`src/rtl/gol_pkg.sv`:
```
// Shared Game-of-Life geometry and the grid loader's state encoding.
package gol_pkg;

  localparam int X_SIZE        = 1280;
  localparam int Y_SIZE        = 720;
  localparam int WORD_W        = 32;
  localparam int X_WIDTH       = $clog2(X_SIZE);
  localparam int Y_WIDTH       = $clog2(Y_SIZE);
  localparam int WORDS_PER_ROW = X_SIZE / WORD_W;
  localparam int WC_WIDTH      = $clog2(WORDS_PER_ROW);

  typedef enum logic [1:0] {
    IDLE    = 2'b00,
    COLLECT = 2'b01,
    WRITE   = 2'b10,
    DONE    = 2'b11
  } loader_state_t;

endpackage

```
`src/rtl/row_assembler.sv`:
```
// Shifts incoming words MSB-first into a full-row register and counts them;
// row_full pulses on the accept that completes the row.
module row_assembler
  import gol_pkg::*;
(
  input  logic              clk,
  input  logic              srst,
  input  logic              clear,
  input  logic              accept,
  input  logic [WORD_W-1:0] word_data,
  output logic [X_SIZE-1:0] row_data,
  output logic              row_full
);

  localparam logic [WC_WIDTH-1:0] LAST_WORD = WC_WIDTH'(WORDS_PER_ROW - 1);

  logic [WC_WIDTH-1:0] word_cnt_reg;
  logic [X_SIZE-1:0]   row_sr_reg;

  // clear only rewinds the counter; stale row bits are fully overwritten by the next row
  always_ff @(posedge clk) begin
    if (srst) begin
      word_cnt_reg <= '0;
      row_sr_reg   <= '0;
    end else if (clear) begin
      word_cnt_reg <= '0;
    end else if (accept) begin
      row_sr_reg   <= {row_sr_reg[X_SIZE-WORD_W-1:0], word_data};
      word_cnt_reg <= (word_cnt_reg == LAST_WORD) ? '0 : word_cnt_reg + 1'b1;
    end
  end

  assign row_full = accept && !clear && (word_cnt_reg == LAST_WORD);
  assign row_data = row_sr_reg;

endmodule

```
`src/rtl/grid_loader.sv`:
```
// Streams the initial grid into the frame BRAM one assembled row at a time,
// then raises a sticky init_done.
module grid_loader
  import gol_pkg::*;
(
  input  logic               out_stream_aclk,
  input  logic               periph_reset,
  input  logic               start,
  input  logic               abort,
  input  logic [WORD_W-1:0]  word_data,
  input  logic               word_valid,
  output logic               word_ready,
  input  logic               wr_grant,
  output logic [Y_WIDTH-1:0] bram_addr,
  output logic [X_SIZE-1:0]  bram_din,
  output logic               bram_we,
  output logic               busy,
  output logic               init_done,
  output logic [Y_WIDTH-1:0] row_count
);

  localparam logic [Y_WIDTH-1:0] LAST_ROW = Y_WIDTH'(Y_SIZE - 1);

  loader_state_t      state_reg, state_next;
  logic [Y_WIDTH-1:0] row_reg, row_next;
  logic               clear;
  logic               accept;
  logic               row_full;
  logic [X_SIZE-1:0]  row_data;

  // Handshake and strobe are kept outside the FSM block so row_full never feeds back into them
  assign word_ready = (state_reg == COLLECT) && !abort;
  assign bram_we    = (state_reg == WRITE) && wr_grant && !abort;
  assign accept     = word_valid && word_ready;

  row_assembler u_row_assembler (
    .clk       (out_stream_aclk),
    .srst      (periph_reset),
    .clear     (clear),
    .accept    (accept),
    .word_data (word_data),
    .row_data  (row_data),
    .row_full  (row_full)
  );

  always_ff @(posedge out_stream_aclk) begin
    if (periph_reset) begin
      state_reg <= IDLE;
      row_reg   <= '0;
    end else begin
      state_reg <= state_next;
      row_reg   <= row_next;
    end
  end

  always_comb begin
    state_next = state_reg;
    row_next   = row_reg;
    clear      = 1'b0;
    case (state_reg)
      IDLE, DONE: begin
        if (start) begin
          state_next = COLLECT;
          row_next   = '0;
          clear      = 1'b1;
        end
      end
      COLLECT: begin
        if (row_full) state_next = WRITE;
      end
      WRITE: begin
        if (wr_grant) begin
          // The last row leaves the counter at Y_SIZE-1 so the address never wraps
          if (row_reg == LAST_ROW) begin
            state_next = DONE;
          end else begin
            row_next   = row_reg + 1'b1;
            state_next = COLLECT;
          end
        end
      end
      default: state_next = IDLE;
    endcase
    if (abort) begin
      state_next = IDLE;
      row_next   = '0;
      clear      = 1'b1;
    end
  end

  assign bram_addr = row_reg;
  assign bram_din  = row_data;
  assign row_count = row_reg;
  assign busy      = (state_reg == COLLECT) || (state_reg == WRITE);
  assign init_done = (state_reg == DONE);

endmodule
```
`config.mk`:
```
export PLATFORM = sky130hd
export DESIGN_NAME = grid_loader
export DESIGN_NICKNAME = d
export VERILOG_FILES = /design/src/rtl/gol_pkg.sv /design/src/rtl/row_assembler.sv /design/src/rtl/grid_loader.sv
export SDC_FILE = /design/constraint.sdc
export NUM_CORES = 2
export LEC_CHECK = 0
export ABC_AREA = 1
export BUFFER_PORTS_ARGS = -buffer_cell sky130_fd_sc_hd__buf_4
export CORE_AREA = 3 3 517 519
export CTS_CLUSTER_DIAMETER = 40
export DETAILED_ROUTE_END_ITERATION = 7
export DIE_AREA = 0 0 520 522
export PLACE_DENSITY_LB_ADDON = 0.25
export SYNTH_ARGS = -nofsm -noshare
export SYNTH_HDL_FRONTEND = slang
export SYNTH_SLANG_ARGS = --single-unit
export TNS_END_PERCENT = 1
```
`constraint.sdc`:
```
create_clock -name out_stream_aclk -period 3.2 [get_ports out_stream_aclk]
set_input_delay 0.32 -clock out_stream_aclk [delete_from_list [all_inputs] [get_ports out_stream_aclk]]
set_output_delay 0.32 -clock out_stream_aclk [all_outputs]
set_load 0.02 [all_outputs]
```
# Yosys cells after proc, flatten, opt, wreduce, memory -nomap -nowiden
# Index checks and enable logic that the tools add are counted.
# totals
register_bits,1298
input_bits,38
# classes
addsub,2
eq_ne,9
n_mux,13
bitwise_logic,1
reduce_logical,17
# ops
cell,n
10-bit 2-to-1 mux,3
10-bit case mux with 2 select lines,1
10-bit by 1-bit adder with 10-bit output (second input constant),1
10-bit equality test (second input constant),1
2-bit 2-to-1 mux,4
2-bit != test (second input constant),4
6-bit by 1-bit adder with 6-bit output (second input constant),1
6-bit equality test (second input constant),1
1-bit logical AND,6
6-bit 2-to-1 mux,1
2-bit case mux with 3 select lines,1
2-bit OR reduction,3
2-bit equality test (second input constant),2
4-bit AND reduction,1
1-bit 2-to-1 mux,3
3-bit AND reduction,1
2-bit by 1-bit equality test with 1-bit output (second input constant),1
1-bit zero test,2
2-bit zero test,1
2-bit AND reduction,1
2-bit nonzero test,1
1-bit logical OR,1
1-bit inverter,1

# Logic depth before layout (Yosys ltp)
# logic_depth
word_depth,9
mapped_depth,12

# Modules after synthesis
# Synthesis repeated with hierarchy kept, for this count alone.
# unflattened
cells_unflattened,5731
hier_area_um2,44789.2
# by_module_without_submodules
module,instances,cells_each,area_each_um2,seq_area_each_um2
row_assembler,1,5591,43892.1,25744.7
grid_loader,1,140,897.1,240.2

# Worst setup path before layout
# Ideal clock, no wire load.
# synth_path
kind,register -> register
startpoint,reg state_reg[0]
endpoint,reg u_row_assembler.row_sr_reg[1143] (netlist: u_row_assembler.row_data[1143])
arrival_time_ns,1.657
required_ns,3.084
setup_slack_ns,1.428
path_stages_with_launch,12
synth_period_minus_slack_ns,1.772
path_cell_list,dfxtp_1 -> inv_1 -> ha_1 -> nand2_1 -> inv_1 -> nor2_4 -> inv_2 -> buf_4 -> buf_2 -> buf_2 -> nor2_1 -> nor2_1
# synth_via
elab_chain_len,6
elab_cells_between_ends,10
cone_classes,2 x eq/ne; 2 x mux; 1 x bitwise; 5 x reduce/logical
# synth_rtl
item,line_no,source
start: declaration,grid_loader.sv:24,"loader_state_t state_reg, state_next;"
start signal: assignment,grid_loader.sv:51,state_reg <= state_next;
2-bit equality test / 2-bit zero test (equally long branches),grid_loader.sv:60,case (state_reg)
2-bit OR reduction,grid_loader.sv:60,
1-bit 2-to-1 mux,grid_loader.sv:60,
1-bit 2-to-1 mux,grid_loader.sv:84,if (abort) begin
1-bit inverter (no line),-,
2-bit AND reduction (no line) (*),-,
end signal: assignment,row_assembler.sv:28,"row_sr_reg <= {row_sr_reg[X_SIZE-WORD_W-1:0], word_data};"
end: declaration,row_assembler.sv:18,logic [X_SIZE-1:0] row_sr_reg;
# Mark *: on every way between the ends. The rest lies on a longest branch, timed or not.
# A chain may end at the register's enable or synchronous reset.

# Worst setup path after layout
# layout_path
startpoint,reg state_reg[0]
endpoint,reg u_row_assembler.row_sr_reg[698] (netlist: u_row_assembler.row_data[698])
# The elaborated chain is that of the path after synthesis.

==> metrics <==
top_reg_cell synth=dfxtp_1; Post-synth top cells=nor2_1, dfxtp_1, o21ai_0; post-synth top area cell=dfxtp_1; Cell Area, Synth=44800 sq um; Skew-Pair Late Insertion Delay=830 ps; final hold violation count=0; critical-path cell list=inv_1 > ha_1 > nand2_1 > inv_1 > nor2_4 > buf_12 > buf_4 > o21ai_0 > nor2_1; gpl congestion=0.910; top cell type's share of synthesized area=58.0%; total congestion overflow=0; Core ar.=263000 sq um; max reg flops=1280; post-synthesis sequential area ratio=58.0%; P_leak=34.6 nW; chip width=520 um; Pwr Density=714 nW/um^2; final core occ=26.2%; slack of the critical path=488 ps; Slew @ Worst Pin=892 ps; Slew HR=40.6%; Vias/cell=4.11; slowest stage delay, CP=490 ps; maximum VDD drop=400 uV; layout cells sized above 1=26.4%; largest net degree at the start of global routing=171; num ports=1342; most used cell, CP=inv_1; Worst Path Max Fanout=113; # rows=188; unrepaired setup endpoints after global routing=no; Via Count=44318; Max clock buf depth=4; clock-pin slew on the worst setup and hold paths=50 ps; CP Data Arrival Time=3430 ps; EDFF count, synth=0; Die H=522 um; Layout area overhead=53.4%; Synth cell types=21; register bit total from synthesis=1298; CP max-delay cell=buf_4; Async SR Flop Fraction=0%; Cells after Synth=5732; syn avg cell area=7.81 sq um; gr usage total=15.8%; post-cts repair resize count=0; max cap viols=0; Hold Crit Class=input pin to register; antenna violations before repair=6; Yosys warnings=0; global-route wire length before repair=319000 um; final setup fails=0; fin nets=7104; Num CTS Buffers=270; max-slew violations=0; Hold Worst Slack=271 ps; status=finished clean; minimum clock period=2710 ps; Setup Skew=63.1 ps; ranking of synthesized cells by area=dfxtp_1, nor2_1, o21ai_0; hpwl dp=170000 um; Total Power=0.0490 W; Final Cycle Share=84.7%; post-route antenna net violation count=0; top-count cell post-synth=nor2_1; Fmax achieved=0.369 GHz; CTS sink cnt=1298; setup TNS=0 ps; Port Buffer Count=1341; Mapped Nets=5776; Worst setup SP type=register; post-placement setup slack=452 ps; Initial Util=17.1%; CTS root buf=clkbuf_16; Die Area=271000 sq um; H-tree depth=5; start-to-end type of the worst setup path=register to register; wire length per cell=21.2 um; CP required=3910 ps; CTS tree=done; DRC viols=0; CP Capture Type=register; DRT iter0 DRCs=3031; Total Wirelength=229000 um; number of global-route vias before repair=43105; first-pass iteration count of the detailed router=5
## cells in the final DEF (no fill, tap or decap), drive strengths merged
master,count
nor2,2588
buf,1450
dfxtp,1298
o21ai,1287
clkbuf,327
clkinv,69
inv,49
bufinv,43
dlygate4sd3,43
nand2,42
clkinvlp,32
nand3,19
a21oi,12
ha,6
nor3,5
diode,3
xor2,2
nor3b,2
or2,1
o21bai,1
nand3b,1
## routing by layer
layer | routed length (um) | track usage (%)
met1 | 86100 | 17.4
met2 | 115000 | 28.1
met3 | 19800 | 5.44
met4 | 8310 | 5.77
met5 | 22 | 0
## power breakdown
part           switching (W)  leakage, nW  internal (W)
clock                0.00986         4.67        0.0200
sequential          0.000402         10.5        0.0166
combinational        0.00146         19.4      0.000772
total                 0.0117         34.6        0.0373
## path summary, 6_finish.rpt
path                                                    start                       endpoint  slack (ps)  depth (start not counted)
worst max-delay path                             state_reg[0]  u_row_assembler.row_data[698]         490                          9
worst min-delay path                            word_data[11]   u_row_assembler.row_data[11]         270                          4
worst max register to register                   state_reg[0]  u_row_assembler.row_data[698]         490                          9
worst min register to register  u_row_assembler.row_data[829]  u_row_assembler.row_data[861]         480                          2
## cells by family after synthesis
| family | after synthesis | synth area share, % |
|---|---|---|
| simple gates | 2658 | 22.4 |
| fa+ha+maj | 6 | 0.168 |
| compound gates | 1300 | 14.5 |
| flops | 1298 | 58.0 |
| xor+xnor | 2 | 0.0391 |
| buf+inv | 468 | 4.78 |
## metrics by stage
step,area (sq um),std cells
after CTS,68700,10792
after global placement,58500,10260
after detailed placement,58500,10260
after floorplan,44800,5732
final,68700,10795
after global routing,68700,10793
## area by class of cell
| class | count | area [sq um] |
|---|---|---|
| fill | 28797 | 194000 |
| antenna | 3 | 7.51 |
| sequential | 1298 | 26000 |
| inverter | 31 | 131 |
| clock buffer | 327 | 7340 |
| timing repair buffer | 1493 | 11800 |
| clock inverter | 162 | 2360 |
| multi-input combinational | 3966 | 16600 |
| tap | 3515 | 4400 |
## worst max-delay path, delay by kind of cell (launching register included)
kind                     cells  cell delay, ps
buffers and inverters        4             970
AND/OR/NAND/NOR              3             560
flip-flops                   1             410
adder cells (fa/ha/maj)      1             340
AO/OA/AOI/OAI                1             270
## timing repair
action                                 4_1_cts  5_1_grt
hold buffers                                43        0
endpoints found under the hold margin       73        0
buffers inserted                             0        0
(Power assumes the default switching activity.)
